`src/rtl/addr_alu_datapath.sv`:
```
// 65C02 datapath core: address generation, program counter, 8-bit ALU with
// decimal adjust, status register and branch-condition evaluation.
module addr_alu_datapath (
  input  logic        clk,
  input  logic        RST,
  input  logic [11:0] ab_op,
  input  logic [6:0]  alu_op,
  input  logic [9:0]  flag_op,
  input  logic        sync,
  input  logic        ld_m,
  input  logic        adj_m,
  input  logic        B,
  input  logic [7:0]  DB,
  input  logic [7:0]  REG,
  output logic [15:0] AD,
  output logic [15:0] PC,
  output logic [7:0]  OUT,
  output logic        CO,
  output logic [7:0]  P,
  output logic        cond
);

  logic [7:0]  r_abl, r_abh, r_ahl, r_m;
  logic [15:0] r_pc;
  logic        r_n, r_v, r_d, r_i, r_z, r_c;
  logic [2:0]  r_csel;

  logic [7:0]  w_base, w_addend, w_adh;
  logic [8:0]  w_adl9;
  logic        w_aci;
  logic [3:0]  w_abh_op;

  assign w_abh_op = ab_op[8:5];

  // ADL base/addend mux; bit 8 of the sum is the carry into the high byte
  always_comb begin
    w_base = r_pc[7:0];
    case (ab_op[4:3])
      2'b00: w_base = r_pc[7:0];
      2'b01: w_base = r_abl;
      2'b10: w_base = DB;
      2'b11: w_base = r_ahl;
    endcase
    w_addend = 8'h00;
    case (ab_op[2:1])
      2'b00: w_addend = 8'h00;
      2'b01: w_addend = REG;
      2'b10: w_addend = DB;
      2'b11: w_addend = cond ? DB : 8'h00;
    endcase
  end

  assign w_adl9 = {1'b0, w_base} + {1'b0, w_addend} + {8'b0, ab_op[0]};
  assign w_aci  = w_adl9[8];

  always_comb begin
    w_adh = r_abh;
    case (w_abh_op)
      4'd0:    w_adh = r_pc[15:8];
      4'd1:    w_adh = r_pc[15:8] + {7'b0, w_aci};
      4'd2:    w_adh = r_pc[15:8] + {7'b0, w_aci} - 8'd1;
      4'd3:    w_adh = r_abh;
      4'd4:    w_adh = r_abh + {7'b0, w_aci};
      4'd5:    w_adh = DB;
      4'd6:    w_adh = DB + {7'b0, w_aci};
      4'd7:    w_adh = 8'h00;
      4'd8:    w_adh = 8'h01;
      4'd9:    w_adh = 8'hFF;
      default: w_adh = r_abh;
    endcase
  end

  assign AD = {w_adh, w_adl9[7:0]};
  assign PC = r_pc;

  always_ff @(posedge clk) begin
    if (RST) begin
      r_abl <= 8'h00;
      r_abh <= 8'h00;
      r_ahl <= 8'h00;
      r_pc  <= 16'h0000;
      r_m   <= 8'h00;
    end else begin
      r_abl <= w_adl9[7:0];
      r_abh <= w_adh;
      if (ab_op[9]) r_ahl <= DB;
      r_pc  <= (ab_op[10] ? AD : r_pc) + {15'b0, ab_op[11]};
      if (ld_m) r_m <= DB;
    end
  end

  // ALU
  logic [3:0] w_fn;
  logic [7:0] w_rt, w_rb;
  logic       w_ci, w_hc, w_dec, w_dhi, w_vbin, w_valu;
  logic [8:0] w_sum9, w_dadd1;
  logic [4:0] w_lo5;
  logic [3:0] w_dsub_lo, w_dsub_hi;

  assign w_fn = alu_op[3:0];
  assign w_rt = alu_op[4] ? r_m : DB;
  assign w_rb = (w_fn == 4'd4) ? ~w_rt : w_rt;

  always_comb begin
    case (alu_op[6:5])
      2'b01:   w_ci = 1'b0;
      2'b10:   w_ci = 1'b1;
      default: w_ci = r_c;
    endcase
  end

  assign w_sum9 = {1'b0, REG} + {1'b0, w_rb} + {8'b0, w_ci};
  assign w_lo5  = {1'b0, REG[3:0]} + {1'b0, w_rb[3:0]} + {4'b0, w_ci};
  assign w_hc   = w_lo5[4];
  assign w_vbin = (REG[7] == w_rb[7]) && (w_sum9[7] != REG[7]);
  assign w_dec  = adj_m && r_d;

  // BCD add: low fix-up first, then the high test sees its carry
  assign w_dadd1 = w_sum9 + (((w_sum9[3:0] > 4'd9) || w_hc) ? 9'd6 : 9'd0);
  assign w_dhi   = (w_dadd1[8:4] > 5'd9) || w_sum9[8];
  // BCD subtract: a clear carry out of a nibble means that nibble borrowed
  assign w_dsub_lo = w_hc      ? w_sum9[3:0] : w_sum9[3:0] - 4'd6;
  assign w_dsub_hi = w_sum9[8] ? w_sum9[7:4] : w_sum9[7:4] - 4'd6;

  always_comb begin
    OUT    = REG;
    CO     = 1'b0;
    w_valu = 1'b0;
    case (w_fn)
      4'd0: OUT = REG | w_rt;
      4'd1: OUT = REG & w_rt;
      4'd2: OUT = REG ^ w_rt;
      4'd3: begin
        w_valu = w_vbin;
        if (w_dec) begin
          OUT = w_dhi ? (w_dadd1[7:0] + 8'h60) : w_dadd1[7:0];
          CO  = w_dhi;
        end else begin
          OUT = w_sum9[7:0];
          CO  = w_sum9[8];
        end
      end
      4'd4: begin
        w_valu = w_vbin;
        CO     = w_sum9[8];
        OUT    = w_dec ? {w_dsub_hi, w_dsub_lo} : w_sum9[7:0];
      end
      4'd5: begin
        OUT = {REG[6:0], w_ci};
        CO  = REG[7];
      end
      4'd6: begin
        OUT = {w_ci, REG[7:1]};
        CO  = REG[0];
      end
      4'd7:  OUT = REG;
      4'd8:  OUT = w_rt;
      4'd9:  OUT = REG + 8'd1;
      4'd10: OUT = REG - 8'd1;
      4'd11: OUT = REG & w_rt;
      default: OUT = REG;
    endcase
  end

  // Status register; a non-hold V field overrides the BIT-style V load
  always_ff @(posedge clk) begin
    if (RST) begin
      r_n    <= 1'b0;
      r_v    <= 1'b0;
      r_d    <= 1'b0;
      r_i    <= 1'b1;
      r_z    <= 1'b0;
      r_c    <= 1'b0;
      r_csel <= 3'b000;
    end else if (sync) begin
      r_csel <= DB[7:5];
      if (flag_op[9:8] == 2'b11) begin
        r_n <= DB[7];
        r_v <= DB[6];
        r_d <= DB[3];
        r_i <= DB[2];
        r_z <= DB[1];
        r_c <= DB[0];
      end else begin
        case (flag_op[1:0])
          2'b01:   r_c <= CO;
          2'b10:   r_c <= 1'b0;
          2'b11:   r_c <= 1'b1;
          default: ;
        endcase
        case (flag_op[3:2])
          2'b01: begin
            r_n <= OUT[7];
            r_z <= (OUT == 8'h00);
          end
          2'b10: begin
            r_n <= DB[7];
            r_v <= DB[6];
            r_z <= (OUT == 8'h00);
          end
          default: ;
        endcase
        case (flag_op[5:4])
          2'b01:   r_v <= w_valu;
          2'b10:   r_v <= 1'b0;
          2'b11:   r_v <= DB[6];
          default: ;
        endcase
        case (flag_op[7:6])
          2'b01:   r_i <= 1'b0;
          2'b10:   r_i <= 1'b1;
          default: ;
        endcase
        case (flag_op[9:8])
          2'b01:   r_d <= 1'b0;
          2'b10:   r_d <= 1'b1;
          default: ;
        endcase
      end
    end
  end

  assign P = {r_n, r_v, 1'b1, B, r_d, r_i, r_z, r_c};

  logic w_cflag;
  always_comb begin
    case (r_csel[2:1])
      2'b00:   w_cflag = r_n;
      2'b01:   w_cflag = r_v;
      2'b10:   w_cflag = r_c;
      default: w_cflag = r_z;
    endcase
  end

  assign cond = (w_cflag == r_csel[0]);

endmodule

```
`config.mk`:
```
export PLATFORM = sky130hd
export DESIGN_NAME = addr_alu_datapath
export DESIGN_NICKNAME = d
export VERILOG_FILES = /design/src/rtl/addr_alu_datapath.sv
export SDC_FILE = /design/constraint.sdc
export NUM_CORES = 1
export LEC_CHECK = 0
export CAP_MARGIN = 20
export CORE_UTILIZATION = 46
export DETAILED_ROUTE_END_ITERATION = 12
export PLACE_DENSITY = 0.71
export RECOVER_POWER = 50
export SYNTH_ARGS = -nofsm -noshare
export SYNTH_HDL_FRONTEND = slang
export SYNTH_SLANG_ARGS = --single-unit
```
`constraint.sdc`:
```
create_clock -name clk -period 9.8 [get_ports clk]
set_clock_uncertainty 0.05 [all_clocks]
set_input_delay 1.47 -clock clk [delete_from_list [all_inputs] [get_ports clk]]
set_output_delay 1.47 -clock clk [all_outputs]
set_load 0.1 [all_outputs]
```
==> impl_metrics.tcl, run 1 <==
set metrics [dict create \
    status "finished clean" \
    fin_crit_sh 0.9124 \
    drtIter0Drc 528 \
    synth_edf_count 0 \
    wl_mm 20.39 \
    start_util 0.4788 \
    cts_setup_buffers 0 \
    ys_ff_latch 57 \
    final_common_cell "nor2_1" \
    cts-hold-fix-buffers 0 \
    instances_no_fill 1109 \
    dr_total_vias 6764 \
    p_leak_nw 3.388 \
    numCtsBuffers 9 \
    grt_pass1_wl_mm 32.70 \
    power.internal_mw 0.7023 \
    seqCellArea_um2 1141 \
    dpl-instance-area_um2 7767 \
    die_y_um 123.4 \
    min_from "r_ahl[0]" \
    ys_async_sr_fraction 0 \
    synth.largest_area_cell "dfxtp_1" \
    grt_max_degree 60 \
    rows 43 \
    syn_avg_cell_area_um2 7.860 \
    wl_met1_mm 9.109 \
    final_cell_mix "nor2_1, nand2_1, dfxtp_1" \
    switchingPower_mw 0.6982 \
    ir_drop_v 0.0001085 \
    ioPinCount 101 \
    grt_pass1_vias 6280 \
    die_area_um2 15220 \
    wl_met2_mm 9.461 \
    ant_nets 0 \
    met3RoutedLength_mm 1.305 \
    n_fill_cell 1367 \
    clkTransAtPathRegs_ps 50 \
    ys_seq_area_frac 0.1684 \
    postLayoutCellArea_um2 8058 \
    place_hpwl_mm 15.55 \
    end_kind "primary output" \
    p_per_area_nw_per_um2 173.8 \
    overflow 0 \
    clkPwrFrac 0.211 \
    wl_per_cell_um 18.39 \
    via_per_inst 6.099 \
    syn_to_final_growth_pct 18.93 \
    synth_top_area_frac 0.1684 \
    cts_tree "yes" \
    worstPathArrival_ps 7420 \
    synth_nets 974 \
    crit_required_ps 8280 \
    worstSetupPathType "input port to primary output" \
    synth_warnings 0 \
    power_frac_seq 0.200 \
    insertion_delay_ps 330 \
    reg2reg_to "PC[15]" \
    finalSetupTns_ps 0 \
    clock_path_buffers 2 \
    cts_sinks 57 \
    r2r_cells 25 \
    n_antenna_cell 0 \
    slew_violations 0 \
    crit_path_start_kind "input port" \
    finalWorstSetupSlack_ps 858.2 \
    finalPower_mw 1.401 \
    die_width_um 123.4 \
    rsz0062_at_grt "false" \
    core-area_um2 14150 \
    slew_headroom 0.3272 \
    drc 0 \
    max-cap-violations 0 \
    hold_class "flip-flop to flip-flop" \
    cts_root_buf "clkbuf_16" \
    h-tree-depth 3 \
    fin_nets 1036 \
    fmax_mhz 111.8 \
    hold_viol 0 \
    power_frac_comb 0.589 \
    grt_usage 0.2751 \
    r2r_slack_ps 3030 \
    layout_min_cycle_time_ps 8942 \
    place_ws_ps 947.0 \
    synth_cells 862 \
    antenna_found_initial 0 \
    ys_top_cells_by_area "dfxtp_1, ha_1, mux2i_1, nor2_1, xnor2_1" \
    path_max_fanout 8 \
    switching_share 0.4985 \
    netlist_area_um2 6775 \
    multi_input_area_um2 5179 \
    hold_depth 2 \
    numPortBuffers 97 \
    place_congestion 0.9554 \
    setup_violations 0 \
    synthDistinctLibCells 89 \
    ys.flop_type "dfxtp_1" \
    drive_gt1_frac 0.09257 \
    r2r_start "r_csel[1]" \
    worst_hold_path.endpoint "r_ahl[0]" \
    worst_pin_slew_ps 1006 \
    top_layer_used "met4" \
    dp.cells 1092 \
    cts_resized 0 \
    dr.pass1.iters 5 \
]
power by group through the flow:
stage               Clock [mW]  Combinational (mW)  Sequential [mW]
global route             0.309               0.885            0.283
detailed placement           0               0.818            0.284
finish                   0.296               0.825            0.280
floorplan                    0               0.572            0.342
global placement             0               0.813            0.283
CTS                      0.298               0.823            0.280
metrics by stage:
stage / hold WS (ps) / util
floorplan: 404.4 / -
global placement: 419.6 / 0.5489
detailed placement: 431.5 / 0.5489
CTS: 443.7 / 0.5689
global route: 470.0 / 0.5695
finish: 444.8 / 0.5695
critical path, stage by stage:
cell and delay [ps]:
clkdlybuf4s50_1 760, mux2i_1 340, inv_1 140, xnor2_1 160
fa_1 470, fa_1 450, xor2_1 390, nor2_1 60
o21ai_0 320, ha_1 260, inv_1 60, fa_1 440
nor3_1 250, xnor2_1 230, ha_1 280, a32oi_2 90
a31oi_1 260, o221ai_1 150, a32oi_1 570, buf_12 250
cell families after synthesis:
group	after synthesis	share of synthesized area
simple gates	292	0.2201
compound gates	230	0.2380
buf+inv	103	0.06722
mux	64	0.1143
fa+ha+maj	61	0.1193
flops	57	0.1684
xor+xnor	54	0.07202
other cells	1	0.0005535
how the worst max path moves through the flow:
stage | from | endpoint | cells after the start
after floorplan | alu_op[2] | CO | 21
after global placement | alu_op[4] | OUT[7] | 20
after detailed placement | alu_op[4] | OUT[7] | 20
after CTS | alu_op[4] | OUT[7] | 20
after global routing | alu_op[4] | OUT[7] | 21
final | alu_op[4] | OUT[7] | 20
cells in the mapped netlist, types with 5 or more instances:
| cell type | n |
|---|---|
| a211oi_1 | 16 |
| a21o_1 | 10 |
| a21oi_1 | 45 |
| a221oi_1 | 5 |
| a22o_1 | 7 |
| a22oi_1 | 5 |
| a31oi_1 | 7 |
| a32oi_1 | 5 |
| and2_1 | 8 |
| and3_1 | 9 |
| and3b_1 | 5 |
| buf_1 | 7 |
| buf_2 | 10 |
| buf_4 | 10 |
| clkbuf_1 | 26 |
| dfxtp_1 | 57 |
| fa_1 | 6 |
| ha_1 | 55 |
| inv_1 | 46 |
| mux2_2 | 13 |
| mux2i_1 | 41 |
| mux4_2 | 9 |
| nand2_1 | 58 |
| nand2b_1 | 6 |
| nand3_1 | 21 |
| nand3b_1 | 7 |
| nor2_1 | 86 |
| nor2b_1 | 24 |
| nor3_1 | 26 |
| nor4_1 | 6 |
| nor4b_1 | 5 |
| o21a_1 | 11 |
| o21ai_0 | 40 |
| o221ai_1 | 5 |
| o22ai_1 | 9 |
| o31ai_1 | 6 |
| or3_1 | 5 |
| or4_1 | 5 |
| xnor2_1 | 34 |
| xor2_1 | 18 |
registers in the layout, summed over array words and instances, names as in the netlist:
| name | flops |
|---|---|
| r_v | 1 |
| r_c | 1 |
| r_m | 8 |
| r_z | 1 |
| r_csel | 3 |
| r_n | 1 |
| PC | 16 |
| r_abl | 8 |
| r_ahl | 8 |
| r_abh | 8 |
| r_i | 1 |
| r_d | 1 |
routing by layer:
metal,vias to the layer above,global-route usage
li1,3282,-
met1,3156,0.3669
met2,283,0.4515
met3,43,0.04336
met4,0,0.08886
met5,-,0
cell type report:
| cell class | count | share of cell area |
|---|---|---|
| repair buffers | 107 | 0.1307 |
| multi-input cells | 702 | 0.6427 |
| clock buffers | 10 | 0.02966 |
| clock inverters | 6 | 0.005435 |
| flip-flops and latches | 57 | 0.1416 |
| well taps | 180 | 0.02795 |
| inverters | 47 | 0.02189 |
Note: power is estimated with default switching activity, not from simulation.
==> run 2, diff against run 1 <==
SLEW_MARGIN = 15   (was not set)
==> results of run 2 <==
No change in the layout: final DEF, timing and power equal those of run 1.
